## config.mk

```make
export PLATFORM = sky130hd
export DESIGN_NAME = fetch_unit
export DESIGN_NICKNAME = d
export VERILOG_FILES = /design/src/rtl/zepto_fetch_pkg.sv /design/src/rtl/fetch_wdog.sv /design/src/rtl/fetch_unit.sv
export SDC_FILE = /design/constraint.sdc
export NUM_CORES = 1
export LEC_CHECK = 0
export CAP_MARGIN = 20
export CORE_AREA = 2 2 95 97
export CTS_BUF_LIST = sky130_fd_sc_hd__clkbuf_8
export CTS_CLUSTER_SIZE = 16
export DETAILED_ROUTE_END_ITERATION = 8
export DIE_AREA = 0 0 97 99
export PLACE_DENSITY = 0.72
export SLEW_MARGIN = 20
export SYNTH_ARGS = -nofsm -noshare
export SYNTH_HDL_FRONTEND = slang
export SYNTH_SLANG_ARGS = --single-unit
```

## constraint.sdc

```tcl
create_clock -name clk -period 2.2 [get_ports clk]
set_clock_uncertainty 0.15 [all_clocks]
set_input_delay 0.22 -clock clk [delete_from_list [all_inputs] [get_ports clk]]
set_output_delay 0.22 -clock clk [all_outputs]
set_load 0.005 [all_outputs]
```

## src/rtl/zepto_fetch_pkg.sv

```systemverilog
// Shared definitions for the instruction fetch stage: FSM state encoding,
// default datapath widths and the PC step applied after each fetched word.
package zepto_fetch_pkg;

  localparam int DATA_W_DEF = 16;
  localparam int ADDR_W_DEF = 16;
  localparam int PC_INC     = 1;

  typedef enum logic [1:0] {
    ST_IDLE  = 2'd0,
    ST_FETCH = 2'd1,
    ST_HOLD  = 2'd2
  } fetch_state_e;

endpackage

```

## src/rtl/fetch_wdog.sv

```systemverilog
// Memory-response watchdog: counts cycles a fetch request waits without an
// ack and raises a sticky error flag once MAX_WAIT such cycles accumulate.
// Ports:
//   clk, Reset  - clock / synchronous active-high reset
//   count_en    - a request is waiting this cycle without an ack
//   clear       - drop the count (ack, redirect or leaving the fetch state)
//   fetch_err   - sticky flag, cleared only by Reset
module fetch_wdog #(
  parameter int MAX_WAIT = 15
) (
  input  logic clk,
  input  logic Reset,
  input  logic count_en,
  input  logic clear,
  output logic fetch_err
);

  localparam logic [7:0] LIMIT = 8'(MAX_WAIT);

  logic [7:0] cnt;

  always_ff @(posedge clk) begin
    if (Reset) begin
      cnt       <= '0;
      fetch_err <= 1'b0;
    end else if (clear) begin
      cnt <= '0;
    end else if (count_en && cnt != LIMIT) begin
      // Saturates at LIMIT; the flag is set on the edge the count reaches it.
      cnt <= cnt + 8'd1;
      if (cnt == LIMIT - 8'd1)
        fetch_err <= 1'b1;
    end
  end

endmodule

```

## src/rtl/fetch_unit.sv

```systemverilog
// Instruction fetch stage. Reads the word at the current PC from instruction
// memory with a req/ack handshake, latches it into the instruction register
// for decode, and closes the PC loop by driving its next value (hold,
// increment or branch redirect). Also handles decode stall back-pressure and
// a memory-response watchdog.
// Ports:
//   clk, Reset                 - clock / synchronous active-high reset
//   pc_in, pc_next             - PC register output / next-value input
//   branch_take, branch_target - redirect from execute
//   stall                      - decode cannot accept the instruction
//   mem_req, mem_addr          - instruction read request / address
//   mem_ack, mem_rdata         - one-cycle response with its data
//   ir, ir_pc, ir_valid        - latched instruction, its address, valid
//   fetch_err                  - sticky watchdog flag
module fetch_unit
  import zepto_fetch_pkg::*;
#(
  parameter int DATA_W   = DATA_W_DEF,
  parameter int ADDR_W   = ADDR_W_DEF,
  parameter int MAX_WAIT = 15
) (
  input  logic              clk,
  input  logic              Reset,
  input  logic [ADDR_W-1:0] pc_in,
  output logic [ADDR_W-1:0] pc_next,
  input  logic              branch_take,
  input  logic [ADDR_W-1:0] branch_target,
  input  logic              stall,
  output logic              mem_req,
  output logic [ADDR_W-1:0] mem_addr,
  input  logic              mem_ack,
  input  logic [DATA_W-1:0] mem_rdata,
  output logic [DATA_W-1:0] ir,
  output logic [ADDR_W-1:0] ir_pc,
  output logic              ir_valid,
  output logic              fetch_err
);

  fetch_state_e state, state_nxt;
  logic         capture;   // accepted ack: write IR, advance PC
  logic         redirect;  // branch honoured this cycle
  logic         wd_count, wd_clear;

  assign mem_addr = pc_in;

  always_comb begin
    state_nxt = state;
    mem_req   = 1'b0;
    pc_next   = pc_in;
    capture   = 1'b0;
    redirect  = 1'b0;
    if (!Reset) begin
      case (state)
        ST_IDLE: state_nxt = ST_FETCH;
        ST_FETCH: begin
          if (branch_take) begin
            // Withdraw the request; any ack this cycle is dropped.
            redirect  = 1'b1;
            pc_next   = branch_target;
          end else if (stall && ir_valid) begin
            // Decode still owns the current word, so a new request would
            // overwrite it: park in HOLD with no request out.
            state_nxt = ST_HOLD;
          end else begin
            mem_req = 1'b1;
            if (mem_ack) begin
              capture = 1'b1;
              pc_next = pc_in + ADDR_W'(PC_INC);
            end
          end
        end
        ST_HOLD: begin
          if (branch_take) begin
            redirect  = 1'b1;
            pc_next   = branch_target;
            state_nxt = ST_FETCH;
          end else if (!stall) begin
            state_nxt = ST_FETCH;
          end
        end
        default: state_nxt = ST_IDLE;
      endcase
    end
  end

  always_ff @(posedge clk) begin
    if (Reset) begin
      state    <= ST_IDLE;
      ir       <= '0;
      ir_pc    <= '0;
      ir_valid <= 1'b0;
    end else begin
      state <= state_nxt;
      if (capture) begin
        ir    <= mem_rdata;
        ir_pc <= pc_in;
      end
      if (redirect)
        ir_valid <= 1'b0;
      else if (capture)
        ir_valid <= 1'b1;
      else if (ir_valid && !stall)
        ir_valid <= 1'b0;  // consumed by decode
    end
  end

  // mem_req is only ever high in FETCH without a redirect.
  assign wd_count = mem_req && !mem_ack;
  assign wd_clear = capture || redirect || (state_nxt != ST_FETCH);

  fetch_wdog #(.MAX_WAIT(MAX_WAIT)) u_wdog (
    .clk       (clk),
    .Reset     (Reset),
    .count_en  (wd_count),
    .clear     (wd_clear),
    .fetch_err (fetch_err)
  );

endmodule

```

### Word level (Yosys, flattened, before mapping)

Index checks and enable logic that the tools add are counted.

| operators by class | value |
|---|---|
| equal/unequal tests | 5 |
| reduce and logical (&&, ||, !) cells | 14 |
| muxes and demuxes | 26 |
| add/subtract/negate cells | 2 |
| bitwise gates (word level) | 1 |

Operators with widths:

| kind | count |
|---|---|
| two-way mux 16 bit | 5 |
| one-hot mux 16 bit (2 select lines) | 1 |
| adder 16 x 1 -> 16 bit, second input constant | 1 |
| two-way mux 1 bit | 14 |
| two-way mux 2 bit | 5 |
| adder 8 x 1 -> 8 bit, second input constant | 1 |
| equality test 8 x 4 -> 1 bit, second input constant | 1 |
| inequality test 8 x 4 -> 1 bit, second input constant | 1 |
| one-hot mux 2 bit (3 select lines) | 1 |
| OR reduction 2 bit | 3 |
| logical AND 1 bit | 4 |
| AND reduction 3 bit | 1 |
| equality test 2 x 1 -> 1 bit, second input constant | 1 |
| equality test 2 bit, second input constant | 1 |
| logical NOT 1 bit | 2 |
| logical NOT 2 bit | 1 |
| logical OR 1 bit | 2 |
| inequality test 2 x 1 -> 1 bit, second input constant | 1 |
| nonzero test 2 bit | 1 |
| NOT 1 bit | 1 |

| storage, ports and cells | value |
|---|---|
| input bits | 53 |
| logic and storage cells | 54 |
| output and inout bits | 67 |
| flip-flop bits (word level) | 44 |

### Logic depth before layout (Yosys ltp)

| depth | value |
|---|---|
| depth in word-level cells | 9 |
| gate-level depth with buffers | 10 |
| depth with buffers taken out | 7 |

### Hierarchy

A second synthesis with hierarchy kept.

| unflattened totals | value |
|---|---|
| cells, all modules | 369 |
| area total of the unflattened synthesis | 2796.4 µm² |

By module, submodules not included:

| module | seq. area each (µm²) | area each (µm²) | cells each | instances |
|---|---|---|---|---|
| fetch_unit | 700.7 | 2348.5 | 318 | 1 |
| fetch_wdog | 180.2 | 447.9 | 51 | 1 |

### Worst setup path after synthesis

OpenSTA, ideal clock, no wires.

| timing path | value |
|---|---|
| path type | register -> output |
| from | register state[0] |
| to | output port pc_next[8] |
| data required time | 1.830 ns |
| data arrival time | 1.803 ns |
| stages on the path, launching flop included | 9 |
| path buffers | 1 |
| slack | 0.027 ns |
| cells stage by stage | dfxtp_1 inv_1 ha_1 nand2b_4 or2_1 buf_2 or4_1 nand3_1 a21o_1 |

| between the ends | value |
|---|---|
| word-level cells in the longest chain between the ends | 3 |
| elaborated cells between the ends (all ways) | 4 |
| classes of those cells | eq/ne: 2; mux: 2 |

RTL lines:

| item | line | text |
|---|---|---|
| from (decl) | fetch_unit.sv:39 | `fetch_state_e state, state_nxt;` |
| from (signal assigned) | fetch_unit.sv:93 | `state <= state_nxt;` |
| equality test 2 bit / equality test 2 x 1 -> 1 bit (equally long branches) | fetch_unit.sv:53 | `case (state)` |
| one-hot mux 16 bit (2 select lines) * | fetch_unit.sv:53 |  |
| two-way mux 16 bit * | fetch_unit.sv:52 | `if (!Reset) begin` |
| to (decl) | fetch_unit.sv:25 | `output logic [ADDR_W-1:0] pc_next,` |

Mark *: on every way between the ends. The rest lies on a longest branch, timed or not.

### Worst setup path after layout

| timing path | value |
|---|---|
| from | register state[1] |
| to | output port pc_next[13] |

The elaborated chain is that of the path after synthesis.

==> metrics.md <==
| Metric | Value |
|---|---|
| Status | `finished, violations left` |
| Failing checks | `negative setup slack` |
| GRT Total Usage | `19.2%` |
| Relative slew margins | `68.9%` |
| IO Port Bufs | `119` |
| CP Launch Type | `flip-flop` |
| Primary FF master, synth | `dfxtp_1` |
| Fraction of registers with async set/reset | `0%` |
| Yosys cell types | `52` |
| Nets | `561` |
| Final setup violation count | `16` |
| Share of cells above drive strength 1 | `28.9%` |
| Final instance area | `4670 sq um` |
| Tot Pwr | `1.89 mW` |
| Post-DP HPWL | `6590 microns` |
| Fin. max-slew vios | `0` |
| Vias per inst | `4.99` |
| Slew @ Worst Pin | `0.463 ns` |
| Crit end category | `output port` |
| Worst EP required | `1.83 ns` |
| Post-synth top area cell | `dfxtp_1` |
| Core ar. | `8550 sq um` |
| RR Startpoint | `state[0]$_SDFF_PP0_` |
| Die area | `9600 sq um` |
| Setup CP Type | `reg -> out` |
| ANT cells | `0` |
| CTS tree | `yes` |
| Endpoints failing hold | `0` |
| Unrepaired setup endpoints after global routing | `yes` |
| Leakage dissipation | `1.95 nW` |
| Ranking of synthesized cells by area | `dfxtp_1 (33%), nand2_1 (11%), nand3b_1 (8.8%)` |
| Min-delay src | `pc_in[8]` |
| Gpl congestion | `0.899` |
| Largest net degree at the start of global routing | `41` |
| Grt ovf | `0` |
| DIE HEIGHT | `99 microns` |
| Vias in the first global route | `3092` |
| Synthesized Nets | `394` |
| Worst-path clk slew | `0.08 ns` |
| Power density cells | `405 nW/um^2` |
| Detail Route Antenna Nets | `0` |
| Final worst path period need | `2.45 ns` |
| Seq cells post-synth | `44` |
| Num Clock Sinks | `44` |
| Row count | `34` |
| H-tree depth | `2` |
| Reg-to-reg endpoint | `u_wdog.cnt[1]$_SDFFE_PP0P_` |
| Hold crit path type | `in -> reg` |
| Final wirelength | `9460 microns` |
| CTS Hold Buffers Added | `0` |
| First-pass GRT wire length | `15200 microns` |
| Die Wd | `97 microns` |
| DRT Pass-1 Iters | `4` |
| Routed len/inst | `15.5 microns` |
| Synth Instances | `334` |
| DR DRC count | `0` |
| Setup ws final | `-0.252 ns` |
| Highest Clock Rate | `408 MHz` |
| Reg2Reg Setup Slack | `0.15 ns` |
| Yosys synthesis warning count | `0` |
| Placed cell areas | `4280 sq um` |
| Max Cap Violations | `0` |
| Root buf cell | `clkbuf_8` |
| Critical Path AT | `2.08 ns` |
| Tcrit/Tclk final | `111%` |
| Num CTS Buffers | `5` |
| Post-layout util | `54.6%` |
| Yosys top cell area share | `33.1%` |
| IO Pins | `120` |
| Synthesized area | `2660 sq um` |
| Hold path depth | `4` |
| Starting Density | `31.1%` |
| Initial DRC Count | `113` |
| Worst reg2reg path depth | `10` |
| Clock latency on the worst-skew pair | `0.30 ns` |
| Worst hold path endpoint | `ir_pc[8]$_SDFFE_PP0P_` |
| Worst vdd rail ir drop | `0.290 mV` |
| Initial antenna violation count | `0` |
| Avg Synthesized Cell Area | `7.96 sq um` |
| Area growth syn-to-layout | `75.5%` |
| Via count | `3044` |
| Number of synthesized flops with an enable pin | `0` |
| Finished Layout Cells | `610` |
| WHS | `0.288 ns` |
| CP max FO | `4` |
| Max clock buf depth | `2` |
| Sequential element share of the synthesized area | `33.1%` |
| Placed Cells | `587` |
[cells in the final DEF (no fill, tap or decap), drive strengths merged, types with 9 or more instances in the layout]
master         instances
clkdlybuf4s50         99
buf                   88
nand2                 75
dfxtp                 44
nand3b                31
o21ai                 21
nor2                  17
inv                   11
xnor2                  9
a21oi                  9
[power by group]
part           total [mW]  leakage, nW  internal (mW)  switching, mW
logic               0.528         1.54          0.311          0.217
registers           0.828        0.357          0.816         0.0116
clock network       0.536       0.0486          0.251          0.285
total                1.89         1.95           1.38          0.513
[worst max-delay path, cell delays in order, from the launching register on]
cell and delay [ns]:
dfxtp_2 0.36, inv_4 0.05, ha_4 0.28, nand2b_4 0.05, or2_4 0.25, or3_1 0.32, o31ai_1 0.21, a211o_1 0.14
buf_2 0.12
[timing repair]
action / 4_1_cts / 5_1_grt
pin swaps: 17 / 11
cloned: 1 / 0
resized for setup: 121 / 14
hold endpoints to repair: 0 / 0
setup endpoints to repair: 17 / 16
setup buffers: 14 / 3
[cells in the mapped netlist (4+ instances only)]
library cell and count:
a21oi_1 9, a22oi_1 7, buf_2 8, buf_4 18, clkbuf_1 6, dfxtp_1 44
ha_1 7, inv_1 10, mux2i_1 5, nand2_1 75, nand3_1 4, nand3b_1 31
nand4_1 4, nor2_1 17, nor3_1 6, o211ai_1 4, o21ai_0 14, o21ai_1 7
xnor2_1 9
[sequential cells by signal, indices dropped and copies added, names as in the netlist]
register / flops
ir: 16
ir_pc: 16
u_wdog.cnt: 8
state: 2
ir_valid: 1
u_wdog.fetch_err: 1
[routing by layer]
layer,GRT usage (%),share of wire (%),vias up
met4,6.28,2.1,0
met5,0,0,-
met2,35.2,51,113
met1,22.1,40,1421
li1,-,-,1491
met3,4.54,7.0,19
[final cells by class]
class / instances / area (sq um)
Clock inverter: 2 / 11.3
Inverter: 10 / 42.5
Tap cell: 108 / 135
Timing Repair Buffer: 192 / 1780
Clock buffer: 6 / 82.6
Multi-Input combinational cell: 248 / 1740
Fill cell: 771 / 3880
Sequential cell: 44 / 883
[worst max path at each step]
| stage | to | startpoint | slack (ns) | cells after the start |
|---|---|---|---|---|
| finish | pc_next[13] | state[1]$_SDFF_PP0_ | -0.25 | 8 |
| global route | pc_next[13] | state[1]$_SDFF_PP0_ | -0.29 | 8 |
| CTS | pc_next[13] | state[1]$_SDFF_PP0_ | -0.25 | 8 |
| detailed placement | pc_next[14] | pc_in[9] | -0.48 | 7 |
| global placement | pc_next[14] | pc_in[9] | -0.47 | 7 |
| floorplan | pc_next[8] | state[0]$_SDFF_PP0_ | 0.03 | 8 |
[per-stage QoR]
stage                     setup slack, ns  TNS, ns
after floorplan                    0.0271        0
after global placement             -0.474    -6.48
after detailed placement           -0.484    -6.84
after CTS                          -0.253    -1.62
after global routing               -0.291    -3.00
final                              -0.252    -1.87
[kinds of logic after synthesis]
kind of cell / Yosys count / share of synthesized area [%]
AND/OR/NAND/NOR: 166 / 34.3
multiplexers: 5 / 1.88
XOR/XNOR: 10 / 3.29
flip-flops: 44 / 33.1
AO/OA/AOI/OAI: 60 / 15.3
buffers and inverters: 42 / 8.85
adder cells (fa/ha/maj): 7 / 3.29
Power figures use the tool's default switching activity.
